<file path="src/rtl/parity_rx_pkg.sv">
// Shared types and helpers for the parity frame receiver.
// Holds the FSM state enum, default widths and a saturating increment.
package parity_rx_pkg;

    typedef enum logic [1:0] {
        IDLE,
        DATA,
        PAR
    } rx_state_e;

    localparam int DEF_DATA_W = 16;
    localparam int DEF_CNT_W  = 8;

    // Saturating increment of a w-bit value carried in 32 bits (w <= 32).
    function automatic logic [31:0] sat_inc(
        input logic [31:0] v,
        input int          w
    );
        logic [31:0] mx;
        mx = 32'hFFFF_FFFF >> (32 - w);
        return (v >= mx) ? v : v + 32'd1;
    endfunction

endpackage

</file>
<file path="src/rtl/parity_xor_tree.sv">
// XOR-reduction of a W-bit word; shared with the transmit-side generator.
// Ports: d (word in), p (XOR of all bits of d).
module parity_xor_tree #(
    parameter int W = 16
) (
    input  logic [W-1:0] d,
    output logic         p
);

    assign p = ^d;

endmodule

</file>
<file path="src/rtl/parity_frame_rx.sv">
// Bit-serial parity frame receiver with a one-entry valid/ready buffer.
// Ports: clk/rst_n, serial in (sin_*), buffered out (out_*), stats (clr/cnt/sticky).
module parity_frame_rx
    import parity_rx_pkg::*;
#(
    parameter int DATA_W     = DEF_DATA_W,
    parameter bit PARITY_ODD = 1'b0,
    parameter int CNT_W      = DEF_CNT_W
) (
    input  logic              clk,
    input  logic              rst_n,
    input  logic              sin_valid,
    input  logic              sin_bit,
    input  logic              sin_start,
    output logic              out_valid,
    input  logic              out_ready,
    output logic [DATA_W-1:0] out_data,
    output logic              out_perr,
    input  logic              clr_stats,
    output logic [CNT_W-1:0]  perr_cnt,
    output logic [CNT_W-1:0]  frame_err_cnt,
    output logic [CNT_W-1:0]  drop_cnt,
    output logic              ovf_sticky
);

    localparam int CW = $clog2(DATA_W) + 1;

    rx_state_e         r_state;
    rx_state_e         w_state_nxt;
    logic [CW-1:0]     r_cnt;
    logic [DATA_W-1:0] r_shift;
    logic [DATA_W-1:0] w_shift_nxt;
    logic              w_start;
    logic              w_data_bit;
    logic              w_par_bit;
    logic              w_abort;
    logic              w_xor;
    logic              w_perr;
    logic              w_hs;
    logic              w_load;
    logic              w_drop;
    logic              r_out_valid;
    logic [DATA_W-1:0] r_out_data;
    logic              r_out_perr;
    logic [CNT_W-1:0]  r_perr_cnt;
    logic [CNT_W-1:0]  r_fe_cnt;
    logic [CNT_W-1:0]  r_drop_cnt;
    logic              r_ovf;

    assign w_start = sin_valid & sin_start;

    always_ff @(posedge clk or negedge rst_n) begin
        if (!rst_n) r_state <= IDLE;
        else        r_state <= w_state_nxt;
    end

    always_comb begin
        w_state_nxt = r_state;
        unique case (r_state)
            IDLE: if (w_start) w_state_nxt = DATA;
            DATA: begin
                if (w_start)
                    w_state_nxt = DATA;
                else if (sin_valid && r_cnt == CW'(DATA_W - 1))
                    w_state_nxt = PAR;
            end
            PAR: begin
                if (w_start)       w_state_nxt = DATA;
                else if (sin_valid) w_state_nxt = IDLE;
            end
            default: w_state_nxt = IDLE;
        endcase
    end

    // A start strobe outside IDLE aborts the partial frame.
    always_comb begin
        w_data_bit = 1'b0;
        w_par_bit  = 1'b0;
        w_abort    = 1'b0;
        unique case (r_state)
            IDLE: ;
            DATA: begin
                w_abort    = w_start;
                w_data_bit = sin_valid & ~sin_start;
            end
            PAR: begin
                w_abort   = w_start;
                w_par_bit = sin_valid & ~sin_start;
            end
            default: ;
        endcase
    end

    always_comb begin
        w_shift_nxt = r_shift;
        if (w_start) begin
            w_shift_nxt = {{(DATA_W-1){1'b0}}, sin_bit};
        end else if (w_data_bit) begin
            for (int i = 0; i < DATA_W; i++)
                if (r_cnt == CW'(i)) w_shift_nxt[i] = sin_bit;
        end
    end

    always_ff @(posedge clk or negedge rst_n) begin
        if (!rst_n) begin
            r_shift <= '0;
            r_cnt   <= '0;
        end else begin
            r_shift <= w_shift_nxt;
            if (w_start)         r_cnt <= CW'(1);
            else if (w_data_bit) r_cnt <= r_cnt + CW'(1);
            else if (w_par_bit)  r_cnt <= '0;
        end
    end

    parity_xor_tree #(.W(DATA_W)) u_xor (
        .d (r_shift),
        .p (w_xor)
    );

    assign w_perr = sin_bit ^ w_xor ^ PARITY_ODD;
    assign w_hs   = r_out_valid & out_ready;
    // A full buffer can still take the frame if it drains this cycle.
    assign w_load = w_par_bit & (~r_out_valid | out_ready);
    assign w_drop = w_par_bit & r_out_valid & ~out_ready;

    always_ff @(posedge clk or negedge rst_n) begin
        if (!rst_n) begin
            r_out_valid <= 1'b0;
            r_out_data  <= '0;
            r_out_perr  <= 1'b0;
        end else if (w_load) begin
            r_out_valid <= 1'b1;
            r_out_data  <= r_shift;
            r_out_perr  <= w_perr;
        end else if (w_hs) begin
            r_out_valid <= 1'b0;
        end
    end

    always_ff @(posedge clk or negedge rst_n) begin
        if (!rst_n) begin
            r_perr_cnt <= '0;
            r_fe_cnt   <= '0;
            r_drop_cnt <= '0;
            r_ovf      <= 1'b0;
        end else if (clr_stats) begin
            r_perr_cnt <= '0;
            r_fe_cnt   <= '0;
            r_drop_cnt <= '0;
            r_ovf      <= 1'b0;
        end else begin
            if (w_abort)
                r_fe_cnt <= CNT_W'(sat_inc(32'(r_fe_cnt), CNT_W));
            if (w_load & w_perr)
                r_perr_cnt <= CNT_W'(sat_inc(32'(r_perr_cnt), CNT_W));
            if (w_drop) begin
                r_drop_cnt <= CNT_W'(sat_inc(32'(r_drop_cnt), CNT_W));
                r_ovf      <= 1'b1;
            end
        end
    end

    assign out_valid     = r_out_valid;
    assign out_data      = r_out_data;
    assign out_perr      = r_out_perr;
    assign perr_cnt      = r_perr_cnt;
    assign frame_err_cnt = r_fe_cnt;
    assign drop_cnt      = r_drop_cnt;
    assign ovf_sticky    = r_ovf;

endmodule

</file>
<file path="config.mk">
export PLATFORM = sky130hd
export DESIGN_NAME = parity_frame_rx
export DESIGN_NICKNAME = d
export VERILOG_FILES = /design/src/rtl/parity_rx_pkg.sv /design/src/rtl/parity_xor_tree.sv /design/src/rtl/parity_frame_rx.sv
export SDC_FILE = /design/constraint.sdc
export NUM_CORES = 1
export LEC_CHECK = 0
export ABC_CLOCK_PERIOD_IN_PS = 2650
export BUFFER_PORTS_ARGS = -buffer_cell sky130_fd_sc_hd__buf_2
export CAP_MARGIN = 10
export CORE_UTILIZATION = 50
export DETAILED_ROUTE_END_ITERATION = 10
export HOLD_SLACK_MARGIN = 0.08
export PLACE_DENSITY = 0.71
export SETUP_SLACK_MARGIN = 0.2
export SLEW_MARGIN = 20
export SYNTH_ARGS = -nofsm -noshare
export SYNTH_HDL_FRONTEND = slang
export SYNTH_SLANG_ARGS = --single-unit
</file>
<file path="constraint.sdc">
create_clock -name clk -period 2.65 [get_ports clk]
set_clock_uncertainty 0.1 [all_clocks]
set_input_delay 0.265 -clock clk [delete_from_list [all_inputs] [get_ports clk]]
set_output_delay 0.265 -clock clk [all_outputs]
set_load 0.02 [all_outputs]
</file>
**After elaboration in Yosys (flattened, before gate mapping)**

Index checks and enable logic that the tools add are counted.

- Add/sub/neg operators: 4
- Order comparisons: 3
- Eq/ne operators: 23
- Muxes and demuxes: 43
- Bitwise logic cells: 12
- Reductions and logical operators: 47

Operator list:

| kind | number |
|---|---|
| $mux 8 | 9 |
| $reduce_bool 2->1 | 21 |
| $eq 5x4->1 const B | 8 |
| $reduce_and 2->1 | 19 |
| $mux 16 | 2 |
| $add 8x1->8 const B | 3 |
| $ge 8x8->1 const B | 3 |
| $mux 1 | 23 |
| $eq 5x3->1 const B | 4 |
| $reduce_xor 16->1 | 1 |
| $mux 5 | 3 |
| $eq 5x2->1 const B | 2 |
| $mux 2 | 5 |
| $ne 2x2->1 const B | 4 |
| $and 1x1->1 | 7 |
| $ne 3x3->1 const B | 2 |
| $pmux 2 s3 | 1 |
| $add 5x1->5 const B | 1 |
| $eq 5x1->1 const B | 1 |
| $logic_not 5->1 | 1 |
| $not 1->1 | 3 |
| $reduce_and 3->1 | 1 |
| $reduce_bool 3->1 | 1 |
| $eq 2x1->1 const B | 1 |
| other kinds (6) | 6 |

- Register bits: 66
- Input port bits: 7
- Output and inout bits: 43
- Word-level logic and storage cells: 157

**Logic depth before layout (Yosys ltp)**

- Depth after elaboration: 7
- Mapped depth: 8
- Gate-level depth less buffers: 8

**Cells and area by module**

From an unflattened synthesis, not the netlist that was laid out.

- Cells, all modules: 339
- Area total of the unflattened synthesis: 3,480.8 um^2

Modules (own cells, without submodules):

| module | times used | cells each | area each (um^2) | seq. area each (um^2) |
|---|---|---|---|---|
| parity_frame_rx | 1 | 324 | 3,349.5 | 1,651.6 |
| parity_xor_tree | 1 | 15 | 131.4 | 0.0 |

**Least setup slack after synthesis**

No wires, ideal clock.

- Path kind: reg2reg
- Start point: register r_state[0]
- End point: register r_out_data[10], in the netlist out_data[10]
- Arrival: 2.060 ns
- Required time: 2.425 ns
- Path slack: 0.365 ns
- Cell stages (with the launch flop): 8
- Path buffers: 2
- Period minus slack after synthesis: 2.285 ns
- Cells stage by stage: dfrtp_1 > inv_1 > ha_1 > nand3b_1 > nor2_1 > clkbuf_1 > buf_2 > mux2_2

- Word-level cells in the longest chain between the ends: 3

Ends and longest elaborated chain:

| what | RTL line | RTL |
|---|---|---|
| from (decl) | parity_frame_rx.sv:28 | `rx_state_e r_state;` |
| from (signal assigned) | parity_frame_rx.sv:54 | `else r_state <= w_state_nxt;` |
| $eq 2x2->1 | parity_frame_rx.sv:80 | `unique case (r_state)` |
| $mux 1 | parity_frame_rx.sv:80 |  |
| $and 1x1->1 | parity_frame_rx.sv:124 | `assign w_load = w_par_bit & (~r_out_valid \| out_ready);` |
| to (signal assigned) | parity_frame_rx.sv:134 | `r_out_data <= r_shift;` |
| to (decl) | parity_frame_rx.sv:43 | `logic [DATA_W-1:0] r_out_data;` |

No other way between the ends.
A chain may end at the register's enable or synchronous reset.

**Final worst setup path**

- Start point: register r_state[0]
- End point: register r_perr_cnt[0], in the netlist perr_cnt[0]

- Word-level cells in the longest chain between the ends: 6

Ends and longest elaborated chain:

| what | RTL line | RTL |
|---|---|---|
| $eq 2x2->1 | parity_frame_rx.sv:80 |  |
| $mux 1 | parity_frame_rx.sv:80 |  |
| $and 1x1->1 | parity_frame_rx.sv:124 |  |
| $and 1x1->1 | parity_frame_rx.sv:155 | `if (w_load & w_perr)` |
| $reduce_bool 2->1 (no source line) | -- |  |
| $reduce_and 2->1 (no source line) | -- |  |
| to (signal assigned) | parity_frame_rx.sv:156 | `r_perr_cnt <= CNT_W'(sat_inc(32'(r_perr_cnt), CNT_W));` |
| to (decl) | parity_frame_rx.sv:45 | `logic [CNT_W-1:0] r_perr_cnt;` |

No other way between the ends.

==> key figures <==
Outcome
  • Status: complete, no violations

Cells and area
  • Diodes inserted: 0
  • Synthesis-to-finish area growth: 18.0%
  • Share of layout cells above drive strength 1: 24.1%
  • Number of fill cells: 592
  • Multi-input gate area: 1850 sq um
  • Final nets: 429
  • FF/Latch Area: 1650 sq um

Synthesis
  • Mapped Avg Cell Area: 10.2 sq um
  • Largest family of logic cells by synthesized area: simple AND/OR/NAND/NOR gates
  • Post-Syn Nets: 374
  • XOR/XNOR Fraction of Synth Area: 7.00%
  • Area fraction in and, or, nand and nor cells after synthesis: 19.8%
  • Fraction of registers with async set/reset: 100%
  • Most frequent cells after synthesis: dfrtp_1 (66), nor2_1 (44), nand2_1 (29)
  • Largest area contributor in the netlist: dfrtp_1
  • Seq cells post-synth: 66
  • Yosys cell types: 41
  • Post-synthesis mux area share: 13.6%
  • Post-synth EDFFs: 0
  • Synth top area cells: dfrtp_1 (46%), mux2_2 (7.5%), mux2i_1 (6.1%)
  • Top_reg_cell synth: dfrtp_1
  • Share of the synthesized area in the top cell type: 45.8%
  • Synth Area in Compound Gates: 6.62%
  • Synthesized area: 3610 sq um
  • Post-synthesis adder-cell area fraction: 4.16%
  • YS warnings: 0
  • Sequential share of the synthesized area: 45.8%
  • Synthesized instance count: 355
  • Most common cell in the netlist: dfrtp_1

Clock tree
  • H-Tree Depth: 3
  • CTS buffer count: 9
  • CTS tree: yes
  • Root buf cell: clkbuf_8
  • Clk buf depth: 2
  • Clock sink total: 66
  • Clk pin slew, worst setup/hold paths: 0.07 ns
  • Skew-Pair Late Insertion Delay: 0.34 ns

Floorplan
  • Core area: 6870 sq um
  • Die H: 87.0 microns
  • IO Pins: 50
  • Die W: 87.0 microns
  • FP Rows: 30
  • Initial core utilization: 52.5%
  • Full die area: 7560 sq um

Pwr
  • Leakage power: 2.09 nW
  • Sequential Power Share: 39.2%
  • Worst VDD drop: 0.365 mV
  • Int Pwr: 2.06 mW
  • Combinational fraction of design power: 22.6%
  • Sw power: 0.891 mW
  • Power consumption: 2.95 mW
  • Clock power frac: 38.2%
  • Sw frac: 30.2%
  • Power density over cell area: 693 nW/um^2

Worst setup path
  • Slowest cell delay on critical path: 0.40 ns
  • Worst Setup Start Kind: flip-flop
  • Critical path fanouts, max: 7
  • CP Data Required Time: 2.78 ns
  • CP max stage cell: dfrtp_1
  • Crit Path Category: reg2reg
  • Critical path, cell by cell: inv_1, ha_1, nand3b_1, buf_4, nor2_4, nand3_1, mux2i_1, mux2_2
  • Critical Path AT: 2.40 ns
  • Kind of end point of the critical path: flip-flop

Routing
  • Via count: 2,748
  • Via-per-instance ratio: 5.38
  • Drt wl/cell: 14.0 microns
  • DR pass1 iterations: 4
  • DRT iter0 DRCs: 120
  • Post-route antenna net violation count: 0
  • Total Wirelength: 7.16 mm
  • Residual DRC count: 0

STA
  • Hold Fails Final Rpt: 0
  • Unrepaired setup endpoints after global routing: true
  • Fin. max-slew vios: 0
  • Fin crit period: 2.27 ns
  • TNS Setup: 0 ns
  • Final worst-path cycle share: 85.6%
  • Max Fclk: 441 MHz
  • Slew margin rel.: 50.4%
  • Worst slew pin tran: 0.743 ns
  • # setup viols final: 0

Global route
  • Total track usage: 21.5%
  • Grt total ovfl: 0
  • First-pass GRT wire length: 12.6 mm
  • Largest net degree at the start of global routing: 42
  • Vias in the first global route: 2,717
  • Initial antenna violation count: 0

Place
  • Hpwl dp: 4.97 mm
  • Placer Congestion: 0.832
  • Port Buffers: 49

Flow run
  • Maxcap violations: 0

Min path
  • Hold Path Class: in2reg
==> state kept, by name, summed over array words and instances (netlist names) <==
name / count
out_data: 16
r_shift: 16
drop_cnt: 8
frame_err_cnt: 8
perr_cnt: 8
r_cnt: 5
r_state: 2
out_perr: 1
out_valid: 1
ovf_sticky: 1
==> stage by stage <==
step           instances  instance area (sq um)  setup slack (ns)  utilization [%]  hold WS [ns]
3_3_place_gp         493                   3970             0.274             57.8         0.204
4_1_cts              510                   4240             0.211             61.8         0.130
2_1_floorplan        355                   3610             0.365                -        -0.131
5_1_grt              511                   4260             0.151             62.0         0.160
6_report             511                   4260             0.381             62.0         0.145
3_5_place_dp         493                   3970             0.217             57.8         0.211
==> power by group through the flow <==
| stage | Sequential (mW) | Clock [mW] | Combinational, mW |
|---|---|---|---|
| 5_1_grt | 1.17 | 1.19 | 0.753 |
| 2_1_floorplan | 1.20 | 0 | 0.447 |
| 3_5_place_dp | 1.17 | 0 | 0.663 |
| 6_report | 1.16 | 1.13 | 0.668 |
| 4_1_cts | 1.16 | 1.15 | 0.666 |
| 3_3_place_gp | 1.17 | 0 | 0.647 |
==> layout make-up <==
| type | count | area share, % |
|---|---|---|
| sequential | 66 | 38.8 |
| tap | 96 | 2.82 |
| timing repair buffer | 57 | 7.52 |
| inverter | 12 | 1.06 |
| multi-input combinational | 264 | 43.6 |
| clock inverter | 7 | 3.32 |
| clock buffer | 9 | 2.91 |
==> cell usage in the layout (no fill, tap or decap), types with 11 or more instances in the layout <==
cell / Yosys / final
a21oi_1: 11 / 11
buf_2: 2 / 49
dfrtp_1: 66 / 66
ha_1: 12 / 12
inv_1: 12 / 12
mux2_2: 24 / 24
mux2i_1: 22 / 22
nand2_1: 29 / 29
nand3_1: 11 / 11
nand4_1: 14 / 14
nor2_1: 44 / 43
nor2b_1: 12 / 12
nor3_1: 11 / 11
o21ai_0: 12 / 12
xnor2_1: 16 / 16
==> final timing paths <==
| kind | from | cells after the start | slack [ns] | to |
|---|---|---|---|---|
| min in group asynchronous | rst_n | 2 | 0.37 | out_data[12] |
| min | sin_start | 2 | 0.14 | r_shift[15] |
| max | r_state[0] | 8 | 0.38 | perr_cnt[0] |
| max in group asynchronous | rst_n | 3 | 1.46 | ovf_sticky |
| min reg2reg | ovf_sticky | 2 | 0.40 | ovf_sticky |
| max reg2reg | r_state[0] | 8 | 0.38 | perr_cnt[0] |
==> metal layers <==
metal	global-route usage [%]	share of wire, %	vias up	wire length, microns
met4	8.33	0.80	0	57
met5	0	0	-	0
li1	-	-	1346	-
met2	35.7	49	51	3530
met3	3.79	3.9	6	276
met1	28.0	46	1345	3290
==> worst max-delay path: cells and delay by family, from the launching register on <==
kind                       cells  cell delay [ns]
muxes                          2             0.61
DFF                            1             0.40
buffers and inverters          2             0.29
and+or+nand+nor                3             0.45
adders and majority gates      1             0.31
==> kinds of logic (layout without fill, tap and decap cells) <==
family                   after synthesis  in the layout
AND/OR/NAND/NOR                      145            145
XOR/XNOR                              24             24
buffers and inverters                 25             85
AO/OA/AOI/OAI                         37             37
multiplexers                          46             46
adder cells (fa/ha/maj)               12             12
flip-flops                            66             66
==> timing repair <==
action | 4_1_cts | 5_1_grt
gates resized for setup | 0 | 2
hold buffers | 1 | 0
setup buffers | 0 | 1
setup endpoints to repair | 0 | 23
endpoints found under the hold margin | 25 | 0
Power figures use the tool's default switching activity.
